--- src/rtl/mkt_pkg.sv ---
// Shared types and tick-word layout for the synthetic market-data source.
// Latency: n/a (types, constants and a pure packing function only).
// Backpressure: n/a.
package mkt_pkg;

    typedef enum logic [1:0] {
        ST_IDLE = 2'd0,
        ST_GEN  = 2'd1,
        ST_SEND = 2'd2,
        ST_WAIT = 2'd3
    } tick_state_t;

    // Tick word field placement
    localparam int TICK_SEQ_LSB   = 24;
    localparam int TICK_SEQ_W     = 8;
    localparam int TICK_DELTA_LSB = 20;
    localparam int TICK_DELTA_W   = 4;
    localparam int TICK_DIR_BIT   = 19;
    localparam int TICK_PRICE_LSB = 0;
    localparam int TICK_PRICE_W   = 16;

    // Galois feedback taps (x^32 + x^22 + x^2 + x + 1), right-shifting form
    localparam logic [31:0] LFSR_POLY = 32'h8020_0003;

    // Packs one tick; bits [18:16] are left at zero.
    function automatic logic [31:0] make_tick(
        input logic [7:0]  seq,
        input logic [3:0]  delta,
        input logic        dir,
        input logic [15:0] price
    );
        logic [31:0] w;
        w = '0;
        w[TICK_SEQ_LSB   +: TICK_SEQ_W]   = seq;
        w[TICK_DELTA_LSB +: TICK_DELTA_W] = delta;
        w[TICK_DIR_BIT]                   = dir;
        w[TICK_PRICE_LSB +: TICK_PRICE_W] = price;
        return w;
    endfunction

endpackage

--- src/rtl/lfsr32.sv ---
// 32-bit Galois LFSR supplying the random-walk entropy.
// Latency: new value visible the cycle after advance is high.
// Backpressure: holds its state whenever advance is low.
module lfsr32
    import mkt_pkg::*;
#(
    parameter logic [31:0] SEED = 32'h0000_0001
) (
    input  logic        clk,
    input  logic        rst,
    input  logic        advance,
    output logic [31:0] q
);

    // An all-zero seed would lock the register up, so substitute 1.
    localparam logic [31:0] SEED_EFF = (SEED == 32'd0) ? 32'd1 : SEED;

    logic [31:0] lfsr_q;
    logic [31:0] lfsr_d;

    // Next state: shift right, fold the taps in when the bit shifted out is 1.
    always_comb begin
        lfsr_d = lfsr_q;
        if (advance) begin
            lfsr_d = {1'b0, lfsr_q[31:1]} ^ (lfsr_q[0] ? LFSR_POLY : 32'd0);
        end
    end

    // State register with synchronous active-low reset to the seed.
    always_ff @(posedge clk) begin
        if (!rst) begin
            lfsr_q <= SEED_EFF;
        end else begin
            lfsr_q <= lfsr_d;
        end
    end

    assign q = lfsr_q;

endmodule

--- src/rtl/market_tick_gen.sv ---
// Random-walk price tick generator driving a 32-bit Avalon-ST source.
// Latency: step in IDLE -> GEN next cycle -> valid the cycle after; auto period RATE_DIV.
// Backpressure: valid/data held while ready=0 (stall_cnt counts); ready feeds registers only.
module market_tick_gen
    import mkt_pkg::*;
#(
    parameter int unsigned RATE_DIV   = 50_000_000,
    parameter logic [15:0] PRICE_INIT = 16'd10000,
    parameter logic [31:0] LFSR_SEED  = 32'hACE1_2468
) (
    input  logic        clk,
    input  logic        rst,
    input  logic        enable,
    input  logic        step,
    input  logic [3:0]  step_mag,
    output logic [31:0] data_out,
    output logic        valid,
    input  logic        ready,
    output logic [15:0] seq_num,
    output logic [15:0] stall_cnt
);

    // WAIT length plus the GEN and SEND cycles gives exactly RATE_DIV per tick.
    localparam logic [31:0] WAIT_LOAD = 32'(RATE_DIV - 3);

    tick_state_t state_q, state_d;
    logic [31:0] data_q, data_d;
    logic        valid_q, valid_d;
    logic [15:0] seq_q, seq_d;
    logic [15:0] stall_q, stall_d;
    logic [15:0] price_q, price_d;
    logic [31:0] cnt_q, cnt_d;

    logic        lfsr_adv;
    logic [31:0] lfsr_val;
    logic        lfsr_unused;

    logic [3:0]  delta;
    logic        dir;
    logic [16:0] up17;
    logic [16:0] dn17;
    logic [15:0] price_next;

    lfsr32 #(.SEED(LFSR_SEED)) u_lfsr (
        .clk     (clk),
        .rst     (rst),
        .advance (lfsr_adv),
        .q       (lfsr_val)
    );

    // Only the low five LFSR bits shape a step.
    assign lfsr_unused = ^lfsr_val[31:5];

    // Step size/direction from the current LFSR value, clamped to [1, 16'hFFFF].
    always_comb begin
        delta      = lfsr_val[3:0] & step_mag;
        dir        = (delta != 4'd0) ? lfsr_val[4] : 1'b0;
        up17       = {1'b0, price_q} + {13'd0, delta};
        dn17       = {1'b0, price_q} - {13'd0, delta};
        price_next = price_q;
        if (dir) begin
            price_next = up17[16] ? 16'hFFFF : up17[15:0];
        end else begin
            price_next = (dn17[16] || (dn17[15:0] == 16'd0)) ? 16'd1 : dn17[15:0];
        end
    end

    // FSM next-state and datapath updates.
    always_comb begin
        state_d  = state_q;
        data_d   = data_q;
        valid_d  = valid_q;
        seq_d    = seq_q;
        stall_d  = stall_q;
        price_d  = price_q;
        cnt_d    = cnt_q;
        lfsr_adv = 1'b0;
        case (state_q)
            ST_IDLE: begin
                if (enable || step) begin
                    state_d = ST_GEN;
                end
            end
            ST_GEN: begin
                lfsr_adv = 1'b1;
                price_d  = price_next;
                data_d   = make_tick(seq_q[7:0], delta, dir, price_next);
                valid_d  = 1'b1;
                state_d  = ST_SEND;
            end
            ST_SEND: begin
                if (ready) begin
                    valid_d = 1'b0;
                    seq_d   = seq_q + 16'd1;
                    if (enable) begin
                        state_d = ST_WAIT;
                        cnt_d   = WAIT_LOAD;
                    end else begin
                        state_d = ST_IDLE;
                    end
                end else if (stall_q != 16'hFFFF) begin
                    stall_d = stall_q + 16'd1;
                end
            end
            ST_WAIT: begin
                if (!enable) begin
                    state_d = ST_IDLE;
                end else if (cnt_q == 32'd0) begin
                    state_d = ST_GEN;
                end else begin
                    cnt_d = cnt_q - 32'd1;
                end
            end
            default: begin
                state_d = ST_IDLE;
            end
        endcase
    end

    // State and datapath registers; reset discards any tick in flight.
    always_ff @(posedge clk) begin
        if (!rst) begin
            state_q <= ST_IDLE;
            data_q  <= 32'd0;
            valid_q <= 1'b0;
            seq_q   <= 16'd0;
            stall_q <= 16'd0;
            price_q <= PRICE_INIT;
            cnt_q   <= 32'd0;
        end else begin
            state_q <= state_d;
            data_q  <= data_d;
            valid_q <= valid_d;
            seq_q   <= seq_d;
            stall_q <= stall_d;
            price_q <= price_d;
            cnt_q   <= cnt_d;
        end
    end

    assign data_out  = data_q;
    assign valid     = valid_q;
    assign seq_num   = seq_q;
    assign stall_cnt = stall_q;

endmodule

--- config.mk ---
export PLATFORM = sky130hd
export DESIGN_NAME = market_tick_gen
export DESIGN_NICKNAME = d
export VERILOG_FILES = /design/src/rtl/mkt_pkg.sv /design/src/rtl/lfsr32.sv /design/src/rtl/market_tick_gen.sv
export SDC_FILE = /design/constraint.sdc
export NUM_CORES = 1
export LEC_CHECK = 0
export ABC_AREA = 1
export CORE_UTILIZATION = 54
export CTS_BUF_LIST = sky130_fd_sc_hd__clkbuf_8
export CTS_CLUSTER_DIAMETER = 30
export DETAILED_ROUTE_END_ITERATION = 6
export PLACE_DENSITY = 0.79
export SYNTH_ARGS = -nofsm -noshare
export SYNTH_HDL_FRONTEND = slang
export SYNTH_SLANG_ARGS = --single-unit
--- constraint.sdc ---
create_clock -name clk -period 2.27 [get_ports clk]
set_input_delay 0.227 -clock clk [delete_from_list [all_inputs] [get_ports clk]]
set_output_delay 0.227 -clock clk [all_outputs]
set_load 0.02 [all_outputs]
Yosys cells after proc, flatten, opt, wreduce, memory -nomap -nowiden. Index checks and enable logic that the tools add are counted.

Register bits after elaboration: 144. Input port bits: 9. Word-level logic and storage cells: 58. Output and inout port bits: 65.

Reductions and logical operators: 13. Equality and inequality tests: 10. Add/subtract/negate cells: 5. Mux-type cells: 19. Bitwise gates (word level): 3.

Operators with widths (count): $mux W32 (5); $pmux W32 S2 (1); $mux W16 (3); $add A16 B1 Y16 const B (2); $logic_not A32 Y1 (1); $sub A32 B1 Y32 const B (1); $xor A31 B32 Y32 (1); $add A16 B4 Y17 (1); $sub A16 B4 Y17 (1); $logic_not A16 Y1 (1); $ne A16 B16 Y1 const B (1); $mux W2 (5); $ne A2 B2 Y1 const B (5); $pmux W2 S4 (1); $reduce_and A3 Y1 (2); $reduce_and A5 Y1 (1); $and A4 B4 Y4 (1); $eq A2 B2 Y1 const B (2); $reduce_and A2 Y1 (2); $reduce_bool A2 Y1 (2); $reduce_bool A4 Y1 (1); $mux W1 (3); $ne A3 B3 Y1 const B (1); $eq A2 B1 Y1 const B (1); 4 further kinds (5).

Longest topological paths before layout.
Word-level depth: 6. Gate-level depth with buffers: 21. Depth with buffers taken out: 20.

Modules after synthesis. Synthesis repeated with hierarchy kept, for this count alone.

Cell total of the unflattened synthesis: 1111. Area, all modules: 7448.4 µm².

By module, submodules not included: market_tick_gen (times used 1, cells each 964, sequential area each 2021.9 µm², area each 6312.3 µm²); lfsr32 (times used 1, cells each 147, sequential area each 640.6 µm², area each 1136.1 µm²).

Least setup slack after synthesis. Ideal clock, no wire load.

Path type: register to register. Start: reg u_lfsr.lfsr_q[0], in the netlist u_lfsr.q[0]. End: reg price_q[9]. Stages on the path, launching flop included: 20. Path slack: -88 ps. Library setup time: 136 ps. Data required time: 2134 ps. Period minus slack after synthesis: 2358 ps. Buffers on the path: 1. Arrival time: 2222 ps. Cell sequence: dfxtp_1 -> nand2_1 -> inv_1 -> ha_1 -> fa_1 -> inv_1 -> nand2_1 -> nand2_1 -> nand2_1 -> buf_6 -> nand3_1 -> nand2_1 -> nor2_1 -> nand3_1 -> nor2_2 -> nand2_2 -> nand2_4 -> nand2_2 -> nand2_1 -> o211ai_1.

Word-level cells in the longest chain between the ends: 6.

Ends and longest elaborated chain: start: declaration (RTL line lfsr32.sv:18) `logic [31:0] lfsr_q;`; start signal: assignment (RTL line lfsr32.sv:34) `lfsr_q <= lfsr_d;`; $and A4 B4 Y4 * (RTL line market_tick_gen.sv:56) `delta = lfsr_val[3:0] & step_mag;`; via delta[0] (RTL line market_tick_gen.sv:38) `logic [3:0] delta;`; $sub A16 B4 Y17 (RTL line market_tick_gen.sv:59) `dn17 = {1'b0, price_q} - {13'd0, delta};`; $logic_not A16 Y1 (RTL line market_tick_gen.sv:64) `price_next = (dn17[16] || (dn17[15:0] == 16'd0)) ? 16'd1 : dn17[15:0];`; $logic_or A1 B1 Y1 (RTL line market_tick_gen.sv:64); $mux W16 (RTL line market_tick_gen.sv:64); $mux W16 * (RTL line market_tick_gen.sv:61) `if (dir) begin`; end signal: assignment (RTL line market_tick_gen.sv:136) `price_q <= price_d;`; end: declaration (RTL line market_tick_gen.sv:31) `logic [15:0] price_q, price_d;`.

The timed path passes the listed nets; every way through them passes the cells marked *. A chain may end at the register's enable or synchronous reset.

Worst setup path in the final report. Ends and elaborated chain as after synthesis.

==> results.cfg <==
[cts]
cts.sinks = 133
cts_tree = yes
cts_buffer_depth = 2
root_buffer = clkbuf_8
cts_made_buffers = 17
clkTransAtPathRegs_ps = 80
hold_buffers = 0
h-tree-depth = 4
clk_latency_ps = 450

[floorplan]
rows = 41
fp.dieW_um = 118
dieArea_mm2 = 0.0139
ios = 74
start_util_pct = 56.4
coreArea_mm2 = 0.0129
die-height_um = 118

[drt]
ant_nets = 0
vias = 7561
drt_iter0_markers = 596
firstDrtPassIters = 5
drt_wl_total_um = 20700
via_per_inst = 5.47
drcViolationCount = 0
route.detailed.wl_per_inst_um = 15.0

[worst_hold_path]
hold_class = primary input to flip-flop
min_delay_path_depth = 3

[worst_setup_path]
critPathKind = flip-flop to flip-flop
worstPathMaxFanout = 6
startpoint_type = flip-flop
cp-end-kind = flip-flop
critPathArrivalTime_ps = 2800
worstPathRequired_ps = 2590
reg2reg_depth = 18

[timing]
setup-violations-final = 19
skew_ps = 8.20
final_hold_viol_count = 0
rsz0062_at_grt = yes
tns_ps = -3280
slew_viol_final = 0
fmax_ghz = 0.403
period_minus_slack_ps = 2480
hold_slack_ps = 216
setup_ws_ps = -212
min_period_over_period_pct = 109

[synthesis]
ys_types = 46
synth_flop_cell = dfxtp_1
syn_area_per_cell_um2 = 6.73
yosysWarnings = 0
async_flop_share_pct = 0
yosysSeqAreaShare_pct = 36.7
synth_edf_count = 0
syn_inst = 1078
synth.cell_area_mm2 = 0.00726
ys_ff_latch = 133

[power_and_ir_drop]
p_per_area_mw_per_mm2 = 968
leakage_uw = 0.00391
power_uw = 8930
peakVddDrop_mv = 0.558

[placed_design]
place.gp.congestion = 0.946
io_buffers = 70
dp_hpwl_um = 14500

[job]
max_cap_violations = 0

[outcome]
outcome = finished with violations
violations = negative setup slack

[global_routing]
grt_max_degree = 47
top_usage_layer = met2
grt_use_met1_pct = 36.9
gr-usage-met2_pct = 48.4
grt_pass1_vias = 6906
grt_antenna_before_repair = 0
grt_use_met3_pct = 6.06
grt_first_pass_wirelength_um = 32900
grt_usage_pct = 29.5
grt_overflow = 0

[layout]
finish.utilization_pct = 71.6
syn2layout_area_growth_pct = 27.1
fillers = 1124
layout-drive-gt1-share_pct = 17.8
diodes = 0
nNetsFinal = 1221
## worst max-delay path, cell delays in order, from the launching register on
cell and delay (ps):
dfxtp_2 340, nand2_2 100, inv_4 50, ha_4 160
fa_2 380, inv_2 90, nand2_2 60, nand2_4 120
nand2_8 80, nand4_1 140, nand2_2 70, nor2_2 110
nand2_2 70, nor2_4 140, nand2_4 90, nand2_8 120
nand2_8 70, nand2_4 60, o211ai_1 70
## logic make-up after synthesis
family	share of synthesized area, %
and+or+nand+nor	32.0
adders and majority gates	2.45
DFF	36.7
buffers and inverters	10.3
AOI/OAI and AO/OA	15.3
other	0.0517
xor gates and xnor gates	3.14
## layout by cell type (no fill, tap or decap), drive strengths merged, types with 7 or more instances in the layout
cell,synthesis,final
a21oi,101,101
a31oi,9,9
buf,29,86
clkbuf,28,19
clkdlybuf4s50,0,69
clkinv,2,7
dfxtp,133,133
ha,11,11
inv,112,116
nand2,229,230
nand3,85,85
nand4,19,19
nor2,155,156
nor3,21,21
o21ai,82,82
xnor2,14,14
xor2,12,12
## synthesized netlist by cell type (3+ instances only)
master / count / area (um^2)
buf_6: 5 / 56.3
xnor2_1: 14 / 123
nand2_2: 4 / 25.0
o211ai_1: 5 / 37.5
nand2_1: 224 / 841
o21ai_0: 81 / 405
dfxtp_1: 133 / 2660
nor3_2: 6 / 60.1
clkbuf_1: 28 / 105
inv_2: 6 / 22.5
xor2_1: 12 / 105
nor2_4: 5 / 56.3
nand3_1: 83 / 415
o21a_1: 3 / 22.5
nor2_1: 144 / 541
buf_2: 6 / 30.0
nor4_1: 5 / 31.3
nor3_1: 15 / 75.1
o31ai_1: 3 / 22.5
inv_1: 106 / 398
a21oi_1: 100 / 500
nand4_1: 19 / 119
a31oi_1: 9 / 56.3
buf_4: 16 / 120
ha_1: 11 / 138
nor2_2: 5 / 31.3
## flip-flops by register name, indices dropped and copies added (netlist names)
name       flops
seq_num       16
u_lfsr.q      32
cnt_q         32
data_out      19
price_q       15
valid          1
stall_cnt     16
state_q        2
## timing repair
action                     4_1_cts  5_1_grt
setup endpoints to repair       21       48
resized for setup               36       52
pin swaps                       17       36
cloned                           1        1
buffers inserted                 5        6
## metal layers
layer  share of wire (%)  vias up  wire, um
li1                    -     3753         -
met1                  43     3429      9000
met2                  46      292      9560
met3                 5.9       87      1230
met4                 4.3        0       900
met5                   0        -         0
## path summary, 6_finish.rpt
| kind | from | end | slack, ps |
|---|---|---|---|
| worst max-delay path | u_lfsr.q[0] | price_q[9] | -210 |
| worst min register to register | u_lfsr.q[29] | u_lfsr.q[29] | 460 |
| worst max register to register | u_lfsr.q[0] | price_q[9] | -210 |
| worst min-delay path | rst | price_q[1] | 220 |
## where the power goes
group / switching (uW) / total [uW] / internal (uW)
logic: 2430 / 4080 / 1650
clock network: 911 / 1810 / 896
registers: 344 / 3040 / 2700
total: 3690 / 8930 / 5240
## stage by stage
stage	area, um^2	setup WS, ps	instances
2_1_floorplan	7270	9.52	1080
3_3_place_gp	8450	-558	1339
3_5_place_dp	8450	-572	1339
4_1_cts	8980	-95.1	1376
5_1_grt	9220	-301	1383
6_report	9220	-212	1383
## final cells by class
class | instances | area (um^2) | share of cell area (%)
clock buffer | 19 | 262 | 2.84
clock inverter | 12 | 92.6 | 1.00
inverter | 114 | 430 | 4.67
multi-input combinational | 778 | 4200 | 45.5
sequential | 133 | 2670 | 28.9
tap | 172 | 215 | 2.33
timing repair buffer | 155 | 1360 | 14.8
(Power assumes the default switching activity.)
==> variant 1: new RTL, same settings <==
Set the package constant `TICK_DELTA_LSB` to 10 (it was 20).
--- a/src/rtl/mkt_pkg.sv
+++ b/src/rtl/mkt_pkg.sv
@@ -13,7 +13,7 @@
     // Tick word field placement
     localparam int TICK_SEQ_LSB   = 24;
     localparam int TICK_SEQ_W     = 8;
-    localparam int TICK_DELTA_LSB = 20;
+    localparam int TICK_DELTA_LSB = 10;
     localparam int TICK_DELTA_W   = 4;
     localparam int TICK_DIR_BIT   = 19;
     localparam int TICK_PRICE_LSB = 0;
Function: changed (a bounded check fails within 4 cycles, from zero or initial values and one cycle with rst low).
==> variant 1 against the original RTL <==
- the run still ends with setup timing left
- fmax up 1.7%
- sequential cell count down 4
- worst setup slack better by 0.041 ns
- utilization down 3.4 points
- wire length down 6.6%
- critical path depth up 1
- count of clock-buffer cells in the layout up 1
- synthesized area up 0.78%
- power up 25%
- final area down 2.0%
- first-iteration DRC count up 12%
- clock skew up 0.0033 ns
- largest cell class unchanged
==> variant 1: results (changes against the original RTL) <==
Outcome
  – Outcome: finished, violations left
  – Failing checks: setup timing

Placement
  – Setup slack at placement: -0.5953 ns (-0.02356 ns)
  – Post-place instance area: 0.008407 mm^2 (-0.49%)
  – IO buf count: 66 (-5.7%)
  – GP Congestion: 0.9496 (+0.41%)
  – Detailed placement HPWL: 13510 um (-6.8%)

Final layout
  – Layout cell share with drive strength beyond 1: 16.68% (-1.1 points)
  – # fillers: 1142 (+1.6%)
  – Nets@finish: 1233 (+0.98%)
  – Ant diodes: 0 (unchanged)
  – Post-layout instance count excluding filler cells: 1399 (+1.2%)

Routing
  – Remaining DRCs: 0 (unchanged)
  – DRT iter0 DRCs: 669 (+12%)
  – Routed len/inst: 13.81 um (-7.7%)
  – DR vias: 7510 (-0.67%)
  – DRT Pass-1 Iters: 5 (unchanged)

Timing
  – Clock Skew: 0.01147 ns (+0.003276 ns)
  – Measured slew at the worst slew-check pin: 0.7768 ns
  – Final setup TNS: -1.564 ns (+1.713 ns)
  – Fmax achieved: 409.7 MHz (+1.7%)
  – Final setup violation count: 20 (+1)
  – Final setup margin: -0.1710 ns (+0.04137 ns)

Synth
  – Commonest cells post-synth: nand2_1, nor2_1, dfxtp_1
  – Ys flop type: dfxtp_1
  – Async SR Flop Fraction: 0% (unchanged)
  – Post-synthesis sequential area ratio: 35.31% (-1.4 points)
  – Average size of a mapped cell: 6.600 um^2 (-2.0%)
  – Top cells by area, synth: dfxtp_1, nand2_1, nor2_1
  – Synth unique cells: 42 (-8.7%)

Hold path
  – Worst Hold Class: in -> reg

Worst setup path
  – Delay of the slowest critical-path stage: 0.37 ns
  – Crit path arrival time: 2.82 ns (+0.02 ns)
  – Critical path's slowest cell: fa_2

Clock tree
  – Later-pin clock latency in the skew report: 0.44 ns
  – Cts bufs inserted: 17 (unchanged)
  – Clock slew at reported path FFs: 0.08 ns (about the same)
  – H-Tree Depth: 4 (unchanged)

GRT
  – Antenna violations before repair: 0 (unchanged)
  – Maximum number of pins on one net before global-route repair: 78 (+66%)
  – First-pass GRT wire length: 31900 um (-3.1%)
  – Total GRT Usage: 27.92% (-1.6 points)
  – Vias in the first global route: 6648 (-3.7%)

Power and ir drop
  – Leak: 0.003875 uW (-0.89%)
  – Peak VDD IR: 671.4 uV (+20%)
variant 1: per-stage QoR:
step / hold slack [ns] / util, %
final: 0.2691 / 68.23
after global routing: 0.2898 / 68.23
after CTS: 0.2549 / 66.92
after detailed placement: 0.4428 / 63.48
after global placement: 0.4366 / 63.48
after floorplan: 0.4236 / -
variant 1: routing by layer:
| metal | part of all wire, % | track usage, % | up-vias | wire length (um) |
|---|---|---|---|---|
| li1 | - | - | 3803 | - |
| met1 | 46 | 38.49 | 3398 | 8829 |
| met2 | 45 | 43.27 | 277 | 8764 |
| met3 | 7.6 | 6.274 | 32 | 1466 |
| met4 | 1.4 | 8.861 | 0 | 266 |
| met5 | 0 | 0 | - | 0 |
variant 1: layout make-up:
| cell class | count | area (um^2) | area share, % |
|---|---|---|---|
| clock buffer | 20 | 275.3 | 3.047 |
| multi-input combinational | 812 | 4219 | 46.70 |
| inverter | 117 | 444.2 | 4.916 |
| clock inverter | 11 | 107.6 | 1.191 |
| timing repair buffer | 134 | 1182 | 13.09 |
| sequential | 129 | 2586 | 28.62 |
| tap | 176 | 220.2 | 2.437 |
variant 1: power by group:
part	internal [uW]	switching [uW]	total [uW]
Sequential	2790	505	3290
Combinational	2400	3610	6020
Clock	950	931	1880
Total	6150	5050	11200
variant 1: final timing paths:
kind                                                    to  slack [ns]                startpoint  depth (start not counted)
worst min-delay path            stall_cnt[15]$_SDFFE_PN0P_        0.27                       rst                          3
worst max-delay path               price_q[7]$_SDFFE_PN0P_       -0.17  u_lfsr.q[0]$_SDFFE_PN0P_                         19
worst max register to register     price_q[7]$_SDFFE_PN0P_       -0.17  u_lfsr.q[0]$_SDFFE_PN0P_                         19
worst min register to register    u_lfsr.q[5]$_SDFFE_PN1P_        0.46  u_lfsr.q[5]$_SDFFE_PN1P_                          2
variant 1: logic make-up after synthesis:
| logic type | count (synthesis) | share of synthesized area, % |
|---|---|---|
| other | 1 | 0.05128 |
| AND/OR/NAND/NOR | 572 | 35.38 |
| flip-flops | 129 | 35.31 |
| XOR/XNOR | 19 | 2.275 |
| buffers and inverters | 175 | 10.30 |
| adder cells (fa/ha/maj) | 13 | 2.429 |
| AO/OA/AOI/OAI | 199 | 14.25 |
variant 1: what timing repair did:
item | in CTS | in global routing
pin swaps | 10 | 14
cloned | 1 | 1
setup buffers | 2 | 2
resized for setup | 16 | 37
setup endpoints to repair | 21 | 24
variant 1: worst max-delay path: cells and delay by family, from the launching register on:
family                   cells  cell delay, ns
flip-flops                   1            0.33
adder cells (fa/ha/maj)      2            0.53
buffers and inverters        2            0.13
AND/OR/NAND/NOR             14            1.26
AO/OA/AOI/OAI                1            0.13
==> variant 2: new RTL, config.mk and constraints unchanged <==
Without the edit above. Register the output `stall_cnt` once more, without a reset; this adds one clock of latency there. The other outputs are not delayed to match.
--- a/src/rtl/market_tick_gen.sv
+++ b/src/rtl/market_tick_gen.sv
@@ -141,7 +141,9 @@
     assign data_out  = data_q;
     assign valid     = valid_q;
     assign seq_num   = seq_q;
-    assign stall_cnt = stall_q;
+    always_ff @(posedge clk) begin
+        stall_cnt <= stall_q;
+    end
 
 endmodule
 
Formal check against the unedited RTL: not equivalent (Yosys sat finds a counterexample within 4 cycles, from zero or initial values and one cycle with rst low).
==> variant 2 against the original RTL <==
- the run still ends with setup timing left
- synthesized area rose by 5.4%
- highest routed layer unchanged
- worst setup slack improved by 0.064 ns
- global-route usage fell by 2.9 points
- clock power rose by 12%
- wire length fell by 6.8%
- power rose by 14%
- critical path type unchanged
- sequential cell count rose by 16
- final area rose by 3.0%
==> variant 2: results (changes against the original RTL) <==
Outcome
  – Outcome: finished, violations left
  – Failing checks: setup timing

Timing
  – WHS: 0.2105 ns (-0.005818 ns)
  – Final setup TNS: -2.023 ns (+1.254 ns)
  – Final setup violation count: 19 (unchanged)
  – Final setup margin: -0.1484 ns (+0.06402 ns)
  – Clock Skew: 0.01695 ns (+0.008753 ns)

Synth
  – Synth unique cells: 51 (+11%)
  – YS warnings: 0 (unchanged)
  – Mapped Cells: 1092 (+1.3%)
  – Adder-Cell Fraction of Synth Area: 2.322% (-0.13 points)
  – Compound-Gate Fraction of Synth Area: 14.70% (-0.64 points)
  – Top cells by area, synth: dfxtp_1, nand2_1, nor2_1
  – Commonest cells post-synth: nand2_1, nor2_1, dfxtp_1
  – Post-Synth XOR/XNOR Area: 2.061% (-1.1 points)
  – Post-synthesis sequential area ratio: 38.99% (+2.3 points)

Final layout
  – Nets@finish: 1231 (+0.82%)
  – Layout cell share with drive strength beyond 1: 17.84% (+0.086 points)
  – Ant diodes: 0 (unchanged)

Routing
  – Met2 wire length: 9201 um (-3.8%)
  – Routed len/inst: 13.75 um (-8.1%)
  – DR vias: 7472 (-1.2%)
  – Met3 WL: 1005 um (-18%)
  – DRT iter0 DRCs: 530 (-11%)
  – Top Layer Used: met4
  – Wl on met1: 8735 um (-2.9%)
  – Final wirelength: 19280 um (-6.8%)

Placement
  – GP Congestion: 0.9176 (-3.0%)
  – Setup slack at placement: -0.4984 ns (+0.07335 ns)
  – IO buf count: 70 (unchanged)
  – Post-place instance area: 0.008879 mm^2 (+5.1%)

Power and ir drop
  – Combinational group power: 4660 uW (+14%)
  – Leak: 0.004075 uW (+4.2%)
  – Final Power: 10190 uW (+14%)
  – Peak VDD IR: 564.0 uV (+1.0%)
  – Share of power burned in registers: 34.4% (+0.4 points)
  – Psw: 4360 uW (+18%)

GRT
  – Met1 Use GR: 33.47% (-3.4 points)
  – First-pass GRT wire length: 31200 um (-5.2%)
  – Met3 Usage GRT: 5.122% (-0.93 points)
  – Maximum number of pins on one net before global-route repair: 71 (+51%)
  – Vias in the first global route: 6820 (-1.2%)
  – Total GRT Usage: 26.62% (-2.9 points)
  – Antenna violations before repair: 0 (unchanged)
  – Met2 Use GR: 44.61% (-3.8 points)

Worst setup path
  – Delay of the slowest critical-path stage: 0.35 ns (-0.03 ns)

Clock tree
  – Clock Path Buffers: 2 (unchanged)
  – H-Tree Depth: 4 (unchanged)
  – Clock slew at reported path FFs: 0.09 ns
## variant 2: worst paths after layout
kind / depth (start not counted) / to / startpoint
worst max-delay path: 19 / data_out[15]$_SDFFE_PN0P_ / u_lfsr.q[0]$_SDFFE_PN0P_
worst min-delay path: 2 / u_lfsr.q[6]$_SDFFE_PN1P_ / rst
worst max register to register: 19 / data_out[15]$_SDFFE_PN0P_ / u_lfsr.q[0]$_SDFFE_PN0P_
worst min register to register: 0 / stall_cnt[7]$_DFF_P_ / stall_q[7]$_SDFFE_PN0P_
## variant 2: final cells by class
class	count	area, um^2	share of cell area [%]
Clock buffer	18	247.7	2.608
Sequential cell	149	2989	31.47
Tap cell	180	225.2	2.371
Clock inverter	14	141.4	1.488
Inverter	124	470.5	4.953
Multi-Input combinational cell	771	4121	43.39
Timing Repair Buffer	146	1304	13.72
## variant 2: repair_timing
item                       CTS  global route
cloned                       2             0
gates resized for setup     26            16
setup endpoints to repair   21            25
pin swaps                   23             7
buffers inserted             4             4
